### src/rtl/key_pkg.sv
`default_nettype none
// ---------------------------------------------------------------------------
// key_pkg: shared types and width helpers for the keypad scanner
// Rev 1.0
// ---------------------------------------------------------------------------
package key_pkg;

    typedef enum logic [1:0] {
        IDLE   = 2'd0,
        DRIVE  = 2'd1,
        SAMPLE = 2'd2
    } scan_state_t;

    function automatic int clog2_min1(input int n);
        return (n > 1) ? $clog2(n) : 1;
    endfunction

    function automatic int code_width(input int rows, input int cols);
        return clog2_min1(rows * cols);
    endfunction

    localparam int KEY_ROWS   = 4;
    localparam int KEY_COLS   = 4;
    localparam int KEY_CODE_W = code_width(KEY_ROWS, KEY_COLS);

    typedef struct packed {
        logic [KEY_CODE_W-1:0] code;
        logic                  press;
    } key_event_t;

endpackage
`default_nettype wire

### src/rtl/key_matrix_scan_if.sv
`default_nettype none
// ---------------------------------------------------------------------------
// key_matrix_scan_if: valid/ready key event port
// Rev 1.0
// ---------------------------------------------------------------------------
interface key_matrix_scan_if #(
    parameter int CODE_W = 4
);
    logic              ev_valid;
    logic              ev_ready;
    logic [CODE_W-1:0] ev_code;
    logic              ev_press;

    modport master (output ev_valid, output ev_code, output ev_press, input ev_ready);
    modport slave  (input ev_valid, input ev_code, input ev_press, output ev_ready);
endinterface
`default_nettype wire

### src/rtl/key_event_fifo.sv
`default_nettype none
// ---------------------------------------------------------------------------
// key_event_fifo: small FIFO of key events; a full FIFO accepts a push when popped
// Rev 1.0
// ---------------------------------------------------------------------------
module key_event_fifo
    import key_pkg::*;
#(
    parameter int  DEPTH = 4,
    parameter type T     = key_event_t
) (
    input  wire logic clk,
    input  wire logic rst,
    input  wire logic push_i,
    input  wire T     din_i,
    output logic      full_o,
    input  wire logic pop_i,
    output T          dout_o,
    output logic      empty_o
);
    localparam int AW = clog2_min1(DEPTH);

    logic [AW:0] wr_q;
    logic [AW:0] rd_q;
    T            mem_q [DEPTH];
    logic        w_wr;
    logic        w_rd;

    assign empty_o = (wr_q == rd_q);
    assign full_o  = (wr_q[AW] != rd_q[AW]) && (wr_q[AW-1:0] == rd_q[AW-1:0]);
    assign w_rd    = pop_i && !empty_o;
    assign w_wr    = push_i && (!full_o || w_rd);

    always_ff @(posedge clk or posedge rst) begin
        if (rst) begin
            wr_q <= '0;
            rd_q <= '0;
        end else begin
            if (w_wr) wr_q <= wr_q + 1'b1;
            if (w_rd) rd_q <= rd_q + 1'b1;
        end
    end

    always_ff @(posedge clk) begin
        if (w_wr) mem_q[wr_q[AW-1:0]] <= din_i;
    end

    // Head reads as zero when empty so the outputs have a defined reset value.
    always_comb begin
        dout_o = T'('0);
        if (!empty_o) dout_o = mem_q[rd_q[AW-1:0]];
    end

endmodule
`default_nettype wire

### src/rtl/key_matrix_scan.sv
`default_nettype none
// ---------------------------------------------------------------------------
// key_matrix_scan: column-scanned keypad with one time-shared debouncer
// Rev 1.0
// ---------------------------------------------------------------------------
module key_matrix_scan
    import key_pkg::*;
#(
    parameter int ROWS           = 4,
    parameter int COLS           = 4,
    parameter int SETTLE_CYCLES  = 100,
    parameter int DEBOUNCE_SCANS = 4,
    parameter int QDEPTH         = 4
) (
    input  wire logic                 clk,
    input  wire logic                 rst,
    output logic [COLS-1:0]           col_n_o,
    input  wire logic [ROWS-1:0]      row_n_i,
    output logic [ROWS*COLS-1:0]      key_state_o,
    output logic                      overflow_o,
    key_matrix_scan_if.master         ev
);
    localparam int KEYS   = ROWS * COLS;
    localparam int CODE_W = code_width(ROWS, COLS);
    localparam int RW     = clog2_min1(ROWS);
    localparam int CW     = clog2_min1(COLS);
    localparam int SW     = clog2_min1(SETTLE_CYCLES);
    localparam int NW     = clog2_min1(DEBOUNCE_SCANS);

    logic [ROWS-1:0]   row_meta_q;
    logic [ROWS-1:0]   row_sync_q;
    logic [ROWS-1:0]   rowcap_q;
    scan_state_t       state_q;
    logic [CW-1:0]     col_q;
    logic [RW-1:0]     row_idx_q;
    logic [SW-1:0]     settle_q;
    logic [COLS-1:0]   col_n_q;
    logic [KEYS-1:0]   key_state_q;
    logic [NW-1:0]     cnt_q [KEYS];
    logic              overflow_q;

    logic [CODE_W-1:0] w_key;
    logic [CW-1:0]     w_col_nxt;
    logic              w_bit;
    logic              w_cur;
    logic [NW-1:0]     w_cnt;
    logic [NW-1:0]     cnt_d;
    logic              key_d;
    logic              w_push;
    logic              w_pop;
    logic              w_full;
    logic              w_empty;
    key_event_t        w_ev;
    key_event_t        w_head;

    assign w_key     = CODE_W'(int'(row_idx_q) * COLS + int'(col_q));
    assign w_col_nxt = (col_q == CW'(COLS - 1)) ? '0 : col_q + 1'b1;
    assign w_bit     = rowcap_q[row_idx_q];
    assign w_cur     = key_state_q[w_key];
    assign w_cnt     = cnt_q[w_key];

    // Debounce step for the key currently selected by (row_idx_q, col_q).
    always_comb begin
        cnt_d  = w_cnt + 1'b1;
        key_d  = w_cur;
        w_push = 1'b0;
        if (w_bit == w_cur) begin
            cnt_d = '0;
        end else if (w_cnt == NW'(DEBOUNCE_SCANS - 1)) begin
            cnt_d  = '0;
            key_d  = w_bit;
            w_push = (state_q == SAMPLE);
        end
    end

    always_comb begin
        w_ev       = '0;
        w_ev.code  = KEY_CODE_W'(w_key);
        w_ev.press = w_bit;
    end

    always_ff @(posedge clk or posedge rst) begin
        if (rst) begin
            row_meta_q  <= '1;
            row_sync_q  <= '1;
            rowcap_q    <= '0;
            state_q     <= IDLE;
            col_q       <= '0;
            row_idx_q   <= '0;
            settle_q    <= '0;
            col_n_q     <= '1;
            key_state_q <= '0;
            overflow_q  <= 1'b0;
            for (int k = 0; k < KEYS; k++) cnt_q[k] <= '0;
        end else begin
            row_meta_q <= row_n_i;
            row_sync_q <= row_meta_q;
            if (w_push && w_full && !w_pop) overflow_q <= 1'b1;
            case (state_q)
                IDLE: begin
                    state_q  <= DRIVE;
                    col_q    <= '0;
                    settle_q <= '0;
                    col_n_q  <= ~COLS'(1);
                end
                DRIVE: begin
                    if (settle_q == SW'(SETTLE_CYCLES - 1)) begin
                        rowcap_q  <= ~row_sync_q;
                        row_idx_q <= '0;
                        state_q   <= SAMPLE;
                    end else begin
                        settle_q <= settle_q + 1'b1;
                    end
                end
                SAMPLE: begin
                    cnt_q[w_key]       <= cnt_d;
                    key_state_q[w_key] <= key_d;
                    if (row_idx_q == RW'(ROWS - 1)) begin
                        col_q    <= w_col_nxt;
                        col_n_q  <= ~(COLS'(1) << w_col_nxt);
                        settle_q <= '0;
                        state_q  <= DRIVE;
                    end else begin
                        row_idx_q <= row_idx_q + 1'b1;
                    end
                end
                default: state_q <= IDLE;
            endcase
        end
    end

    key_event_fifo #(
        .DEPTH (QDEPTH),
        .T     (key_event_t)
    ) u_fifo (
        .clk     (clk),
        .rst     (rst),
        .push_i  (w_push),
        .din_i   (w_ev),
        .full_o  (w_full),
        .pop_i   (w_pop),
        .dout_o  (w_head),
        .empty_o (w_empty)
    );

    assign w_pop       = ev.ev_valid && ev.ev_ready;
    assign ev.ev_valid = !w_empty;
    assign ev.ev_code  = w_head.code;
    assign ev.ev_press = w_head.press;

    assign col_n_o     = col_n_q;
    assign key_state_o = key_state_q;
    assign overflow_o  = overflow_q;

endmodule
`default_nettype wire

### src/flat_wrapper.sv
// flat-port wrapper written by rule: the top's interface ports become plain ports
module key_matrix_scan_flat import key_pkg::*;
#(
    parameter int ROWS           = 4,
    parameter int COLS           = 4,
    parameter int SETTLE_CYCLES  = 100,
    parameter int DEBOUNCE_SCANS = 4,
    parameter int QDEPTH         = 4
)
  (clk, rst, col_n_o, row_n_i, key_state_o, overflow_o, ev_ev_valid, ev_ev_code, ev_ev_press, ev_ev_ready);
  key_matrix_scan_if #(.CODE_W(4)) ev_i ();
  input  wire logic clk;
  input  wire logic rst;
  output logic [COLS-1:0] col_n_o;
  input  wire logic [ROWS-1:0] row_n_i;
  output logic [ROWS*COLS-1:0] key_state_o;
  output logic overflow_o;
  output wire logic [$bits(ev_i.ev_valid)-1:0] ev_ev_valid;
  output wire logic [$bits(ev_i.ev_code)-1:0] ev_ev_code;
  output wire logic [$bits(ev_i.ev_press)-1:0] ev_ev_press;
  input wire logic [$bits(ev_i.ev_ready)-1:0] ev_ev_ready;
  assign ev_ev_valid = ev_i.ev_valid;
  assign ev_ev_code = ev_i.ev_code;
  assign ev_ev_press = ev_i.ev_press;
  assign ev_i.ev_ready = ev_ev_ready;
  key_matrix_scan #(.ROWS(ROWS), .COLS(COLS), .SETTLE_CYCLES(SETTLE_CYCLES), .DEBOUNCE_SCANS(DEBOUNCE_SCANS), .QDEPTH(QDEPTH)) u_core (.clk(clk), .rst(rst), .col_n_o(col_n_o), .row_n_i(row_n_i), .key_state_o(key_state_o), .overflow_o(overflow_o), .ev(ev_i));
endmodule
### config.mk
export PLATFORM = sky130hd
export DESIGN_NAME = key_matrix_scan_flat
export DESIGN_NICKNAME = d
export VERILOG_FILES = /design/src/rtl/key_pkg.sv /design/src/rtl/key_matrix_scan_if.sv /design/src/rtl/key_event_fifo.sv /design/src/rtl/key_matrix_scan.sv /design/src/flat_wrapper.sv
export SDC_FILE = /design/constraint.sdc
export NUM_CORES = 1
export LEC_CHECK = 0
export CORE_ASPECT_RATIO = 0.75
export CORE_MARGIN = 2
export CORE_UTILIZATION = 55
export CTS_CLUSTER_SIZE = 16
export DETAILED_ROUTE_END_ITERATION = 8
export GPL_TIMING_DRIVEN = 0
export PLACE_DENSITY_LB_ADDON = 0.1
export SYNTH_ARGS = -nofsm -noshare
export SYNTH_HDL_FRONTEND = slang
export SYNTH_SLANG_ARGS = --single-unit
### constraint.sdc
create_clock -name clk -period 3.6 [get_ports clk]
set_input_delay 0.72 -clock clk [delete_from_list [all_inputs] [get_ports clk]]
set_output_delay 0.72 -clock clk [all_outputs]
set_load 0.02 [all_outputs]
==> flow_summary.json, run 1 <==
{
  "postRouteAntennaNets": 0,
  "synth_seq_cells": 104,
  "setup_violations": 0,
  "ys_seq_area_frac": 0.578,
  "synth.area.top_cells": "dfrtp_1 (38%), edfxtp_1 (13%), mux4_2 (8.1%)",
  "ir_drop_uv": 362,
  "regArea_um2": 2720,
  "grt_first_pass_wirelength_um": 16200,
  "synth_cell_types": 49,
  "p_comb_frac": 0.076,
  "fp.dieH_um": 84.1,
  "drc": 0,
  "grt_pass1_vias": 3102,
  "grt_max_degree": 48,
  "final_max_slew_viol_count": 0,
  "clockBufferDepth": 2,
  "dpl.hpwl_um": 6780,
  "placed_area_um2": 5200,
  "p_per_area_nw_per_um2": 428,
  "port_buffers": 33,
  "post-route-period-util": 0.950,
  "switching_power_mw": 0.538,
  "whs_endpoint": "u_core.row_sync_q[2]",
  "fillers": 652,
  "synthArstFlopShare": 0.808,
  "wl_um": 9640,
  "r2r_start": "u_core.col_q[0]",
  "layout_commonest_cell": "nand2_1",
  "power_frac_seq": 0.525,
  "ctsHtreeMaxLevel": 3,
  "wl_per_cell_um": 17.7,
  "critPathArrivalTime_ns": 3.68,
  "syn-num-nets": 409,
  "cts_sinks": 104,
  "design_area_um2": 5500,
  "synth_area_um2": 4710,
  "core_um2": 8380,
  "p_sw_frac": 0.229,
  "antenna_cells": 0,
  "hold_viol": 0,
  "worst-r2r-setup-slack_ns": 0.18,
  "critPathKind": "reg -> reg",
  "clock.fmax_mhz": 292,
  "drive_above_1_share": 0.165,
  "tightest_slew_ns": 0.852,
  "cp.required_ns": 3.86,
  "syn2layout_area_growth_pct": 16.8,
  "cts_tree": "yes",
  "fin_util": 0.656,
  "cts_buffers": 9,
  "clk-insertion-delay-late_ns": 0.34,
  "num_vias": 3047,
  "rows": 29,
  "synth_edf_count": 20,
  "relSlewSlack": 0.431,
  "fin_nets": 454,
  "synthCells": 386,
  "dieArea_um2": 9320,
  "routabilityCongestion": 0.814,
  "die_w_um": 111,
  "r2r-end": "u_core.cnt_q[2]",
  "drtIter0Drc": 197,
  "maxCapViolCount": 0,
  "clk_pin_slew_ns": 0.07,
  "syn_avg_cell_area_um2": 12.2,
  "antenna_found_initial": 0,
  "reg2reg_depth": 10,
  "internal_power_mw": 1.81,
  "min_period_ns": 3.42,
  "rsz0062_at_grt": "false",
  "clkPwrFrac": 0.399,
  "worst-path-max-fanout": 10,
  "final_cell_mix": "nand2_1 (75), dfrtp_1 (72), clkdlybuf4s50_1 (33)",
  "endpoint_kind": "flip-flop",
  "status": "completed",
  "cts_setup_buffers": 0,
  "cp-start-kind": "flip-flop",
  "min-delay-start": "u_core.row_meta_q[2]",
  "grt_use_total": 0.227,
  "first_pass_iters": 4,
  "multi_input_area_um2": 1880,
  "cts-root-buf": "clkbuf_16",
  "io_pins": 34,
  "fin_skew_ns": 0.00607,
  "gr-total-overflow": 0,
  "holdCritPathClass": "reg -> reg",
  "viasPerCell": 5.60,
  "synth_warnings": 0,
  "synth_flop_cell": "dfrtp_1",
  "synth_top_cell_area_share": 0.383,
  "cts_hold_buf": 0,
  "holdPathStages": 0,
  "p_leak_nw": 2.29,
  "yosysTopAreaCell": "dfrtp_1",
  "start_util": 0.561
}
[synth_stat cells (all sizes together) (3+ instances only)]
| cell | n |
|---|---|
| mux2 | 8 |
| xor2 | 5 |
| nor4b | 3 |
| mux4 | 17 |
| and2 | 15 |
| xnor2 | 7 |
| inv | 11 |
| nand2 | 75 |
| o21ai | 52 |
| a22o | 4 |
| dfstp | 12 |
| edfxtp | 20 |
| dfrtp | 72 |
| o21a | 3 |
| nor2 | 14 |
| buf | 7 |
| o22ai | 5 |
| a21oi | 8 |
| clkbuf | 6 |
| ha | 16 |
[power by group through the flow]
stage	logic [mW]	registers, mW	clock network [mW]
floorplan	0.134	1.25	0
CTS	0.186	1.23	0.955
global route	0.203	1.24	1.01
global placement	0.176	1.26	0
finish	0.179	1.23	0.938
detailed placement	0.186	1.26	0
[repair_timing]
action                                  CTS  global route
resized for setup                         0             1
endpoints found under the setup margin    0             5
endpoints found under the hold margin     0             0
[flip-flops by register name, indices dropped and copies added, names as in the netlist]
name and cells:
u_core.cnt_q 32, u_core.row_idx_q 2, u_core.rowcap_q 4, u_core.col_n_o 4, u_core.u_fifo.wr_q 3, u_core.overflow_o 1
u_core.u_fifo.rd_q 3, u_core.state_q 2, u_core.u_fifo.mem_q 20, u_core.settle_q 7, u_core.row_sync_q 4, u_core.row_meta_q 4
u_core.col_q 2, u_core.key_state_o 16
[worst max path at each step]
| stage | end | depth (start not counted) | startpoint | slack [ns] |
|---|---|---|---|---|
| floorplan | u_core.cnt_q[16] | 10 | u_core.col_q[0] | 0.71 |
| global route | u_core.cnt_q[16] | 10 | u_core.col_q[0] | 0.04 |
| global placement | u_core.settle_q[3] | 2 | rst | -0.61 |
| finish | u_core.cnt_q[2] | 10 | u_core.col_q[0] | 0.18 |
| CTS | u_core.cnt_q[2] | 9 | u_core.col_q[1] | 0.17 |
| detailed placement | u_core.cnt_q[28] | 9 | u_core.col_q[1] | 0.18 |
[layer usage]
| metal | up-vias | track usage | part of all wire |
|---|---|---|---|
| met4 | 0 | 0.0682 | 0.0061 |
| met5 | - | 0 | 0 |
| met3 | 4 | 0.0632 | 0.054 |
| li1 | 1457 | - | - |
| met1 | 1510 | 0.333 | 0.48 |
| met2 | 76 | 0.337 | 0.46 |
[critical path: stages (launching register included)]
cell       delay, ns
dfrtp_1         0.51
buf_6           0.22
buf_6           0.19
mux4_2          0.54
mux4_2          0.47
ha_1            0.26
or2_2           0.29
o2bb2ai_1       0.14
nand3b_1        0.24
buf_2           0.30
o21ai_1         0.16
[stage by stage]
stage / setup WS, ns / TNS (ns) / instances / hold slack, ns / power (mW)
CTS: 0.170 / 0 / 544 / 0.359 / 2.38
global route: 0.0387 / 0 / 544 / 0.363 / 2.45
detailed placement: 0.177 / 0 / 528 / 0.349 / 1.44
global placement: -0.606 / -43.16 / 527 / 0.347 / 1.43
finish: 0.181 / 0 / 544 / 0.358 / 2.35
floorplan: 0.713 / 0 / 386 / 0.345 / 1.39
[cells by family (layout without fill, tap and decap cells)]
group           after synthesis  count (layout)  synth area share
flops                       104             104             0.578
compound gates               80              80             0.103
xor+xnor                     12              12            0.0223
simple gates                123             123             0.124
buf+inv                      24              74            0.0234
mux                          27              27             0.106
fa+ha+maj                    16              16            0.0425
[cell type report]
type                       instances  share of cell area
sequential                       104               0.495
multi-input combinational        258               0.342
timing repair buffer              34              0.0651
clock buffer                      11              0.0460
tap                              108              0.0246
buffer                            13              0.0128
inverter                          11             0.00797
clock inverter                     5             0.00729
Note: power is estimated with default switching activity, not from simulation.
==> run 2: changes to the inputs <==
--- a/config.mk
+++ b/config.mk
@@ -5,6 +5,7 @@
 export SDC_FILE = /design/constraint.sdc
 export NUM_CORES = 1
 export LEC_CHECK = 0
+export ABC_AREA = 1
 export CORE_ASPECT_RATIO = 0.75
 export CORE_MARGIN = 2
 export CORE_UTILIZATION = 55
@@ -12,6 +13,7 @@
 export DETAILED_ROUTE_END_ITERATION = 8
 export GPL_TIMING_DRIVEN = 0
 export PLACE_DENSITY_LB_ADDON = 0.1
+export SKIP_LAST_GASP = 1
 export SYNTH_ARGS = -nofsm -noshare
 export SYNTH_HDL_FRONTEND = slang
 export SYNTH_SLANG_ARGS = --single-unit
==> run 2 against run 1 <==
Net effect:
- critical path depth grew 3
- clock power grew 9%
- first-iteration DRC count grew 89%
- critical path type unchanged
- critical endpoint is now u_core.u_fifo.mem_q[1][3]
- largest cell class unchanged
- largest power group unchanged
- highest routed layer unchanged
==> flow_summary.json, run 2 <==
{
  "status": "completed",
  "syn_avg_cell_area_um2": 9.08,
  "fin_skew_ns": 0.0103,
  "critPathLaunch": "u_core.col_q[0]",
  "pre_cts_ws_ns": 0.0174,
  "port_buffers": 33,
  "syn-num-nets": 580,
  "r2r_start": "u_core.col_q[0]",
  "largest_reg_flops": 32,
  "ctsHtreeMaxLevel": 3,
  "synthCells": 557,
  "post-route-period-util": 0.974,
  "clk_pin_slew_ns": 0.07,
  "die_w_um": 115,
  "cts_tree": "yes",
  "maxCapViolCount": 0,
  "p_comb_frac": 0.154,
  "routabilityCongestion": 0.952,
  "setup_violations": 0,
  "worst-r2r-setup-slack_ns": 0.09,
  "clock.fmax_mhz": 285,
  "cts_sinks": 104,
  "grt_max_degree": 60,
  "ys_seq_area_frac": 0.538,
  "grt_use_total": 0.254,
  "critPathKind": "reg -> reg",
  "synth_cell_types": 35,
  "tightest_slew_ns": 0.551,
  "fin_nets": 625,
  "r2r-end": "u_core.u_fifo.mem_q[1][3]",
  "syn2layout_area_growth_pct": 16.4,
  "gr-total-overflow": 0,
  "rsz0062_at_grt": "true",
  "wl_um": 11700,
  "dieArea_um2": 9980,
  "relSlewSlack": 0.633,
  "critPathCapture": "u_core.u_fifo.mem_q[1][3]",
  "cts_buffers": 9,
  "first_pass_iters": 5,
  "fillers": 756,
  "largest-register": "u_core.cnt_q",
  "critPathArrivalTime_ns": 3.53,
  "holdCritPathClass": "reg -> reg",
  "min_period_ns": 3.51,
  "multi_input_area_um2": 1960,
  "hold_viol": 0,
  "layout_commonest_cell": "nand2_1",
  "yosysTopAreaCell": "dfrtp_1",
  "postRouteAntennaNets": 0,
  "synthArstFlopShare": 0.808,
  "grt_pass1_vias": 3755,
  "synth_common_cells": "nand2_1 (131), nor2_1 (74), dfrtp_1 (72)",
  "endpoint_kind": "flip-flop",
  "cts-root-buf": "clkbuf_16",
  "p_leak_nw": 2.68,
  "antenna_found_initial": 0,
  "synth_edf_count": 20,
  "setup_tns_ns": 0,
  "power_mw": 2.68,
  "regArea_um2": 2720,
  "dpl.hpwl_um": 8130,
  "fin_util": 0.653,
  "power_frac_seq": 0.465,
  "cts_hold_buf": 0,
  "switching_power_mw": 0.682,
  "hold_ws_ns": 0.358,
  "clockBufferDepth": 2,
  "rows": 30,
  "io_pins": 34,
  "synth.most_common_cell": "nand2_1",
  "synth.area.top_cells": "dfrtp_1 (36%), edfxtp_1 (12%), nand2_1 (9.7%)",
  "worst-path-max-fanout": 11,
  "ir_drop_uv": 324,
  "min-delay-start": "u_core.row_meta_q[1]",
  "reg2reg_depth": 13,
  "drc": 0,
  "synth_seq_cells": 104,
  "internal_power_mw": 1.99,
  "grt_first_pass_wirelength_um": 19100,
  "wl_per_cell_um": 16.3,
  "synth_area_um2": 5050,
  "drtIter0Drc": 373,
  "clk-insertion-delay-late_ns": 0.35,
  "p_per_area_nw_per_um2": 455,
  "start_util": 0.561,
  "cp.required_ns": 3.62,
  "final_max_slew_viol_count": 0,
  "cts_setup_buffers": 0,
  "fp.dieH_um": 87.0,
  "antenna_cells": 0,
  "viasPerCell": 5.42,
  "num_vias": 3898,
  "synth_flop_cell": "dfrtp_1",
  "final_cell_mix": "nand2_1 (131), dfrtp_1 (72), nor2_1 (70)",
  "p_sw_frac": 0.255,
  "clkPwrFrac": 0.381,
  "core_um2": 9010,
  "drive_above_1_share": 0.142,
  "synth_warnings": 0,
  "setup_ws_ns": 0.0931,
  "cp-start-kind": "flip-flop",
  "synth_top_cell_area_share": 0.356
}
[run 2: cell types whose count changed in the layout (fill, tap and decap cells not counted), sizes merged, moves of 13 or more]
cell | before | now
nand2 | 75 | 135
and2 | 15 | 0
o21ai | 52 | 65
mux4 | 17 | 0
inv | 12 | 69
nand3 | 2 | 37
nor2 | 14 | 78
[run 2: power groups by stage]
stage / combinational, mW / clock, mW / sequential [mW]
after floorplan: 0.268 / 0 / 1.26
after global placement: 0.400 / 0 / 1.27
after detailed placement: 0.420 / 0 / 1.26
after CTS: 0.420 / 1.03 / 1.24
after global routing: 0.457 / 1.08 / 1.25
final: 0.412 / 1.02 / 1.24
[run 2: area by class of cell]
cell class	count	area share
Tap cell	112	0.0238
Timing Repair Buffer	34	0.0608
Buffer	16	0.0219
Inverter	69	0.0449
Clock inverter	1	0.000851
Sequential cell	104	0.462
Clock buffer	15	0.0534
Multi-Input combinational cell	368	0.333
[run 2: stage by stage]
step,instance area [um2],instances
4_1_cts,5870,719
5_1_grt,5880,719
2_1_floorplan,5050,557
3_5_place_dp,5560,703
3_3_place_gp,5530,702
6_report,5880,719
[run 2: repair_timing]
action / CTS / global route
hold endpoints to repair: 0 / 0
resized for setup: 0 / 4
endpoints found under the setup margin: 0 / 20
[run 2: cells by family after synthesis]
kind of cell               after synthesis  synth area share
and+or+nand+nor                        257             0.224
DFF                                    104             0.538
AOI/OAI and AO/OA                       88             0.109
buffers and inverters                   85            0.0772
adders and majority gates               16            0.0396
xor gates and xnor gates                 6            0.0104
muxes                                    1           0.00223
[run 2: how the worst min path moves through the flow]
stage                                 endpoint  depth (start not counted)
final                     u_core.row_sync_q[1]                          0
after global routing      u_core.row_sync_q[0]                          0
after CTS                 u_core.row_sync_q[1]                          0
after detailed placement  u_core.row_sync_q[1]                          0
after global placement    u_core.row_sync_q[2]                          0
after floorplan           u_core.row_sync_q[0]                          0
[run 2: worst max-delay path: stages (launching register included)]
cell	delay (ns)
dfrtp_1	0.49
buf_6	0.20
inv_4	0.11
buf_6	0.17
buf_2	0.27
o21ai_0	0.11
o221ai_1	0.23
nand3_1	0.11
nand2_1	0.08
ha_1	0.33
inv_1	0.07
nor2_1	0.35
nand3_2	0.28
nor2_2	0.35
[run 2: layer usage]
metal,global-route usage,routed length [um]
met1,0.377,5550
met2,0.379,5190
met3,0.0619,838
met4,0.0635,123
met5,0,0
==> run 3: changes to the inputs <==
==> constraint.sdc (replaced) <==
create_clock -name clk -period 3.6 [get_ports clk]
set_input_delay 0.9 -clock clk [delete_from_list [all_inputs] [get_ports clk]]
set_output_delay 0.9 -clock clk [all_outputs]
set_load 0.02 [all_outputs]
==> results of run 3 <==
The final DEF is identical to that of run 2. Status: completed.
